`src/rtl/ps2_host_tx.sv`:
```
// PS/2 host-to-device transmitter: request-to-send, bit shifting on the device clock,
// ACK check and timeout supervision. Pads are open-drain; *_d=1 pulls the line low.
module ps2_host_tx #(
    parameter int unsigned INHIBIT_CYC = 5000,
    parameter int unsigned TIMEOUT_CYC = 750000,
    parameter int unsigned FILT_CYC    = 8
) (
    input  logic       clock,
    input  logic       reset,
    input  logic [7:0] txData,
    input  logic       txValid,
    output logic       txReady,
    output logic       txDone,
    output logic       txErr,
    output logic [1:0] txErrCode,
    output logic       rxInhibit,
    input  logic       ps2_clk_i,
    input  logic       ps2_data_i,
    output logic       ps2_clk_o,
    output logic       ps2_clk_d,
    output logic       ps2_data_o,
    output logic       ps2_data_d
);

    localparam int unsigned INH_W = (INHIBIT_CYC > 1) ? $clog2(INHIBIT_CYC) : 1;
    localparam int unsigned TMO_W = $clog2(TIMEOUT_CYC + 1);
    localparam int unsigned FLT_W = (FILT_CYC > 1) ? $clog2(FILT_CYC) : 1;

    localparam logic [1:0] ERR_NONE    = 2'd0;
    localparam logic [1:0] ERR_NACK    = 2'd1;
    localparam logic [1:0] ERR_TIMEOUT = 2'd2;

    typedef enum logic [2:0] {
        IDLE,
        INHIBIT,
        REQ,
        SHIFT,
        ACK,
        WAITIDLE,
        DONE,
        ERR
    } state_t;

    state_t state;
    state_t state_nxt;

    // bit 0 = clk, bit 1 = data
    logic [1:0]       sync1;
    logic [1:0]       sync2;
    logic [1:0]       filt;
    logic [FLT_W-1:0] flt_cnt [2];
    logic             clk_prev;
    logic             clk_f;
    logic             data_f;
    logic             fall;

    logic [INH_W-1:0] inh_cnt;
    logic [INH_W-1:0] inh_nxt;
    logic [TMO_W-1:0] tmo_cnt;
    logic [TMO_W-1:0] tmo_nxt;
    logic [3:0]       bit_cnt;
    logic [3:0]       bit_nxt;
    logic [7:0]       sh_reg;
    logic [7:0]       sh_nxt;
    logic             par;
    logic             par_nxt;
    logic [1:0]       code_nxt;
    logic             clk_d_nxt;
    logic             data_d_nxt;
    logic             done_nxt;
    logic             err_nxt;
    logic             tmo_run;
    logic             tmo_expired;

    assign ps2_clk_o  = 1'b0;
    assign ps2_data_o = 1'b0;

    assign clk_f  = filt[0];
    assign data_f = filt[1];
    assign fall   = clk_prev & ~clk_f;

    // Two-flop synchronizer followed by a hold-stable filter per line; idle lines read high
    always_ff @(posedge clock) begin
        if (reset) begin
            sync1      <= 2'b11;
            sync2      <= 2'b11;
            filt       <= 2'b11;
            clk_prev   <= 1'b1;
            flt_cnt[0] <= '0;
            flt_cnt[1] <= '0;
        end else begin
            sync1    <= {ps2_data_i, ps2_clk_i};
            sync2    <= sync1;
            clk_prev <= filt[0];
            for (int i = 0; i < 2; i++) begin
                if (sync2[i] == filt[i]) begin
                    flt_cnt[i] <= '0;
                end else if (flt_cnt[i] == FLT_W'(FILT_CYC - 1)) begin
                    filt[i]    <= sync2[i];
                    flt_cnt[i] <= '0;
                end else begin
                    flt_cnt[i] <= flt_cnt[i] + FLT_W'(1);
                end
            end
        end
    end

    always_ff @(posedge clock) begin
        if (reset) begin
            state      <= IDLE;
            inh_cnt    <= '0;
            tmo_cnt    <= '0;
            bit_cnt    <= '0;
            sh_reg     <= '0;
            par        <= 1'b0;
            txErrCode  <= ERR_NONE;
            ps2_clk_d  <= 1'b0;
            ps2_data_d <= 1'b0;
            txReady    <= 1'b1;
            txDone     <= 1'b0;
            txErr      <= 1'b0;
            rxInhibit  <= 1'b0;
        end else begin
            state      <= state_nxt;
            inh_cnt    <= inh_nxt;
            tmo_cnt    <= tmo_nxt;
            bit_cnt    <= bit_nxt;
            sh_reg     <= sh_nxt;
            par        <= par_nxt;
            txErrCode  <= code_nxt;
            ps2_clk_d  <= clk_d_nxt;
            ps2_data_d <= data_d_nxt;
            txReady    <= (state_nxt == IDLE);
            txDone     <= done_nxt;
            txErr      <= err_nxt;
            rxInhibit  <= (state_nxt != IDLE);
        end
    end

    // Next state and next registered outputs; pad drives change together with the state
    always_comb begin
        state_nxt   = state;
        inh_nxt     = inh_cnt;
        tmo_nxt     = tmo_cnt;
        bit_nxt     = bit_cnt;
        sh_nxt      = sh_reg;
        par_nxt     = par;
        code_nxt    = txErrCode;
        clk_d_nxt   = ps2_clk_d;
        data_d_nxt  = ps2_data_d;
        done_nxt    = 1'b0;
        err_nxt     = 1'b0;
        tmo_run     = state inside {REQ, SHIFT, ACK, WAITIDLE};
        tmo_expired = (tmo_cnt <= TMO_W'(1));

        case (state)
            IDLE: begin
                clk_d_nxt  = 1'b0;
                data_d_nxt = 1'b0;
                if (txValid && txReady) begin
                    sh_nxt     = txData;
                    par_nxt    = ~^txData;
                    code_nxt   = ERR_NONE;
                    inh_nxt    = '0;
                    clk_d_nxt  = 1'b1;
                    data_d_nxt = (INHIBIT_CYC <= 1);
                    state_nxt  = INHIBIT;
                end
            end
            INHIBIT: begin
                if (inh_cnt == INH_W'(INHIBIT_CYC - 1)) begin
                    state_nxt  = REQ;
                    clk_d_nxt  = 1'b0;
                    data_d_nxt = 1'b1;
                    tmo_nxt    = TMO_W'(TIMEOUT_CYC);
                    bit_nxt    = '0;
                end else begin
                    inh_nxt = inh_cnt + INH_W'(1);
                    // start bit goes out during the last inhibit cycle
                    if (inh_cnt == INH_W'(INHIBIT_CYC - 2)) begin
                        data_d_nxt = 1'b1;
                    end
                end
            end
            REQ: begin
                bit_nxt   = '0;
                state_nxt = SHIFT;
            end
            SHIFT: begin
                if (fall) begin
                    bit_nxt = bit_cnt + 4'd1;
                    if (bit_cnt < 4'd8) begin
                        data_d_nxt = ~sh_reg[0];
                        sh_nxt     = {1'b0, sh_reg[7:1]};
                    end else if (bit_cnt == 4'd8) begin
                        data_d_nxt = ~par;
                    end else begin
                        data_d_nxt = 1'b0;
                        state_nxt  = ACK;
                    end
                end
            end
            ACK: begin
                if (fall) begin
                    if (!data_f) begin
                        state_nxt = WAITIDLE;
                    end else begin
                        state_nxt  = ERR;
                        code_nxt   = ERR_NACK;
                        err_nxt    = 1'b1;
                        clk_d_nxt  = 1'b0;
                        data_d_nxt = 1'b0;
                    end
                end
            end
            WAITIDLE: begin
                if (clk_f && data_f) begin
                    state_nxt = DONE;
                    done_nxt  = 1'b1;
                end
            end
            DONE, ERR: begin
                state_nxt  = IDLE;
                clk_d_nxt  = 1'b0;
                data_d_nxt = 1'b0;
            end
            default: begin
                state_nxt  = IDLE;
                clk_d_nxt  = 1'b0;
                data_d_nxt = 1'b0;
            end
        endcase

        // Timeout supervision; a device fall in the expiry cycle still counts as progress
        if (tmo_run) begin
            if (fall) begin
                tmo_nxt = TMO_W'(TIMEOUT_CYC);
            end else if (tmo_expired && state_nxt == state) begin
                state_nxt  = ERR;
                code_nxt   = ERR_TIMEOUT;
                err_nxt    = 1'b1;
                clk_d_nxt  = 1'b0;
                data_d_nxt = 1'b0;
            end else begin
                tmo_nxt = tmo_cnt - TMO_W'(1);
            end
        end
    end

endmodule

```
`config.mk`:
```
export PLATFORM = sky130hd
export DESIGN_NAME = ps2_host_tx
export DESIGN_NICKNAME = d
export VERILOG_FILES = /design/src/rtl/ps2_host_tx.sv
export SDC_FILE = /design/constraint.sdc
export NUM_CORES = 1
export LEC_CHECK = 0
export CORE_ASPECT_RATIO = 0.8
export CORE_UTILIZATION = 56
export CTS_BUF_LIST = sky130_fd_sc_hd__clkbuf_2 sky130_fd_sc_hd__clkbuf_4 sky130_fd_sc_hd__clkbuf_8
export CTS_CLUSTER_DIAMETER = 100
export DETAILED_ROUTE_END_ITERATION = 6
export GPL_TIMING_DRIVEN = 0
export PLACE_DENSITY = 0.79
export SLEW_MARGIN = 10
export SYNTH_ARGS = -nofsm -noshare
export SYNTH_HDL_FRONTEND = slang
export SYNTH_SLANG_ARGS = --single-unit
```
`constraint.sdc`:
```
create_clock -name clock -period 2 [get_ports clock]
set_input_delay 0.3 -clock clock [delete_from_list [all_inputs] [get_ports clock]]
set_output_delay 0.3 -clock clock [all_outputs]
set_load 0.02 [all_outputs]
```
==> metrics.md <==
| Metric | Value |
|---|---|
| CTS clk-pin slew, worst paths | `approximately 80 ps` |
| Register area | `1490 sq um` |
| Clock Sinks | `70` |
| Root Driver | `clkbuf_8` |
| DRC | `0` |
| Placed cell area | `between 4000 and 5000 sq um` |
| FMAX | `between 0.4 and 0.5 GHz` |
| CP required | `2220 ps` |
| Maxcap violations | `0` |
| Slew Limit Fails | `0` |
| Die X-Extent | `93.9 um` |
| YS warnings | `0` |
| Initial core utilization | `58.8%` |
| Pre-antenna DRT Iters | `5` |
| Die area | `7090 sq um` |
| Minimum clock period | `2120 ps` |
| Outcome | `finished, violations left` |
| Largest fanout on the critical path | `6` |
| Synth Area in XOR/XNOR | `5.09%` |
| Io pins | `23` |
| Number of fill cells | `439` |
| Post-synth ARST share | `0%` |
| Multi-input gate area | `between 2000 and 2500 sq um` |
| Vias after detailed routing | `3738` |
| Final #Nets | `524` |
| Hold slack | `approximately 430 ps` |
| Avg WL per Cell | `17.7 um` |
| Number of DRC markers in iteration 0 | `329` |
| Post-layout util | `75.2%` |
| Core area | `6440 sq um` |
| Gpl congestion | `roughly 0.91` |
| Synth-to-Final Area Change | `28.0%` |
| Worst setup margin | `-122 ps` |
| Inserted Diodes | `0` |
| RSZ-0062 raised after global routing | `true` |
| Most common cell after layout, fill and taps aside | `dfxtp_1` |
| Post-synth top flop | `dfxtp_1` |
| Clock Tree Buf Depth | `2` |
| I/O Buffers | `20` |
| Syn avg cell area | `8.62 sq um` |
| Crit Path Category | `reg2reg` |
| Least-Margin Pin Slew | `650 ps` |
| Pre-CTS setup slack | `-434 ps` |
| CTS tree | `yes` |
| CP startpoint kind | `flop` |
| Antenna Nets Post-Route | `0` |
| GRT Overall Usage | `29.3%` |
| Synth Cell Area | `3780 sq um` |
| Simple-gate share of the synthesized area | `27.3%` |
| Number of flip-flops in the largest register | `20` |
| Row cnt | `26` |
| Die H | `75.5 um` |
| Distinct cells, synth | `65` |
| CP Capture Type | `flop` |
| # H-tree levels | `3` |
| Skew-Pair Late Insertion Delay | `around 360 ps` |
| R2R setup slack | `-120 ps` |
| Number of flops mapped to enable cells by yosys | `6` |
| Antenna violations before repair | `0` |
| Synth Area in Adders | `3.31%` |
| Post-route cell area | `4840 sq um` |
| Vias in the first global route | `approximately 3300` |
| Post-DP HPWL | `6420 um` |
| Max-slew headroom | `a little under three fifths` |
| Setup Viol. Count Final | `24` |
| Sequential area share after synthesis | `38.6%` |
| Fin. Hold Viols | `0` |
| First-pass GRT wire length | `15800 um` |
| Period utilisation layout | `106%` |
| Synth Instances | `439` |
| Seq cells post-synth | `70` |
| Most frequent cells in the layout | `dfxtp_1, nor2_1, nand2_1` |
| Main combinational cell family by area after synthesis | `simple AND/OR/NAND/NOR gates` |
| Layout cells sized above 1 | `26.1%` |
| Worst hold path type | `reg2reg` |
| Total CTS buffers | `9` |
| Final WL | `10400 um` |
| Via density | `6.34` |
| Grt ovf | `0` |
| Worst path arrival time | `2340 ps` |
| Compound-Gate Fraction of Synth Area | `19.0%` |
| Failing checks | `negative setup slack` |
| Worst Skew | `approximately 18 ps` |
| Pin count of the biggest net entering global routing | `16` |
| Post-synthesis mux area share | `2.38%` |
[worst paths after layout]
check | from | to | depth (start not counted)
worst min-delay path | sync1[0] | sync2[0] | 1
worst min register to register | sync1[0] | sync2[0] | 1
worst max-delay path | tmo_cnt[10] | tmo_cnt[7] | 8
worst max register to register | tmo_cnt[10] | tmo_cnt[7] | 8
[worst max-delay path, cell delays in order, from the launching register on]
cell and delay [ps]:
dfxtp_1 400, nor4_4 300, buf_4 190, nand2_2 100, o31ai_4 320, o2111ai_4 260, buf_6 210, a21oi_1 130
nor3_1 60
[cell usage after synthesis (3+ instances only)]
cell	n	share of area [%]
nand3b_1	3	0.59
o31ai_1	3	0.59
buf_2	9	1.2
nor3_1	21	2.8
nand2_1	35	3.5
nor4_1	7	1.2
and3_1	4	0.66
xor2_1	5	1.2
nand4b_1	3	0.69
a21o_1	3	0.59
nand3_1	12	1.6
a211oi_1	14	2.8
buf_4	3	0.59
nor2_1	45	4.5
xnor2_1	17	3.9
mux2i_1	9	2.4
or2_2	6	0.99
dfxtp_1	64	34
nand2_2	3	0.50
nand2b_1	9	1.5
a31oi_1	5	0.83
nor2b_1	3	0.50
nor4b_1	4	0.93
o221ai_1	3	0.69
edfxtp_1	6	4.8
and2_1	9	1.5
or4_1	4	0.79
o21ai_0	12	1.6
inv_1	10	0.99
nand4_1	5	0.83
a21oi_1	34	4.5
ha_1	10	3.3
o211ai_1	6	1.2
or3_1	3	0.50
clkbuf_1	11	1.1
[cell type report]
type                    count  area share (%)
clock buffers               9            2.56
inverters                  10           0.775
repair buffers             49            8.94
well taps                  84            2.17
multi-input cells         340            50.5
clock inverters             7            1.63
flip-flops and latches     70            30.8
plain buffers              21            2.66
[logic make-up after synthesis]
| group | count (synthesis) |
|---|---|
| adder cells (fa/ha/maj) | 10 |
| buffers and inverters | 35 |
| XOR/XNOR | 22 |
| multiplexers | 9 |
| flip-flops | 70 |
| AO/OA/AOI/OAI | 103 |
| AND/OR/NAND/NOR | 188 |
| other | 2 |
[per-stage QoR]
| stage | TNS [ps] | std cells |
|---|---|---|
| global route | -2880 | 590 |
| finish | -1350 | 590 |
| floorplan | 0 | 445 |
| detailed placement | -13390 | 549 |
| global placement | -12640 | 549 |
| CTS | -93.4 | 581 |
[repair_timing]
item | in CTS | in global routing
setup endpoints to repair | 49 | 46
gates resized for setup | 49 | 42
buffers inserted | 18 | 12
pin swaps | 19 | 29
hold buffers | 0 | 0
[metal layers]
layer,part of all wire [%],GRT usage (%)
met2,46,47.8
met5,0,0
met1,42,36.0
met4,3.4,14.4
met3,8.7,8.68
Power is not shown: default switching activity piles up to over one toggle a cycle in this logic, so the estimate is an artifact.
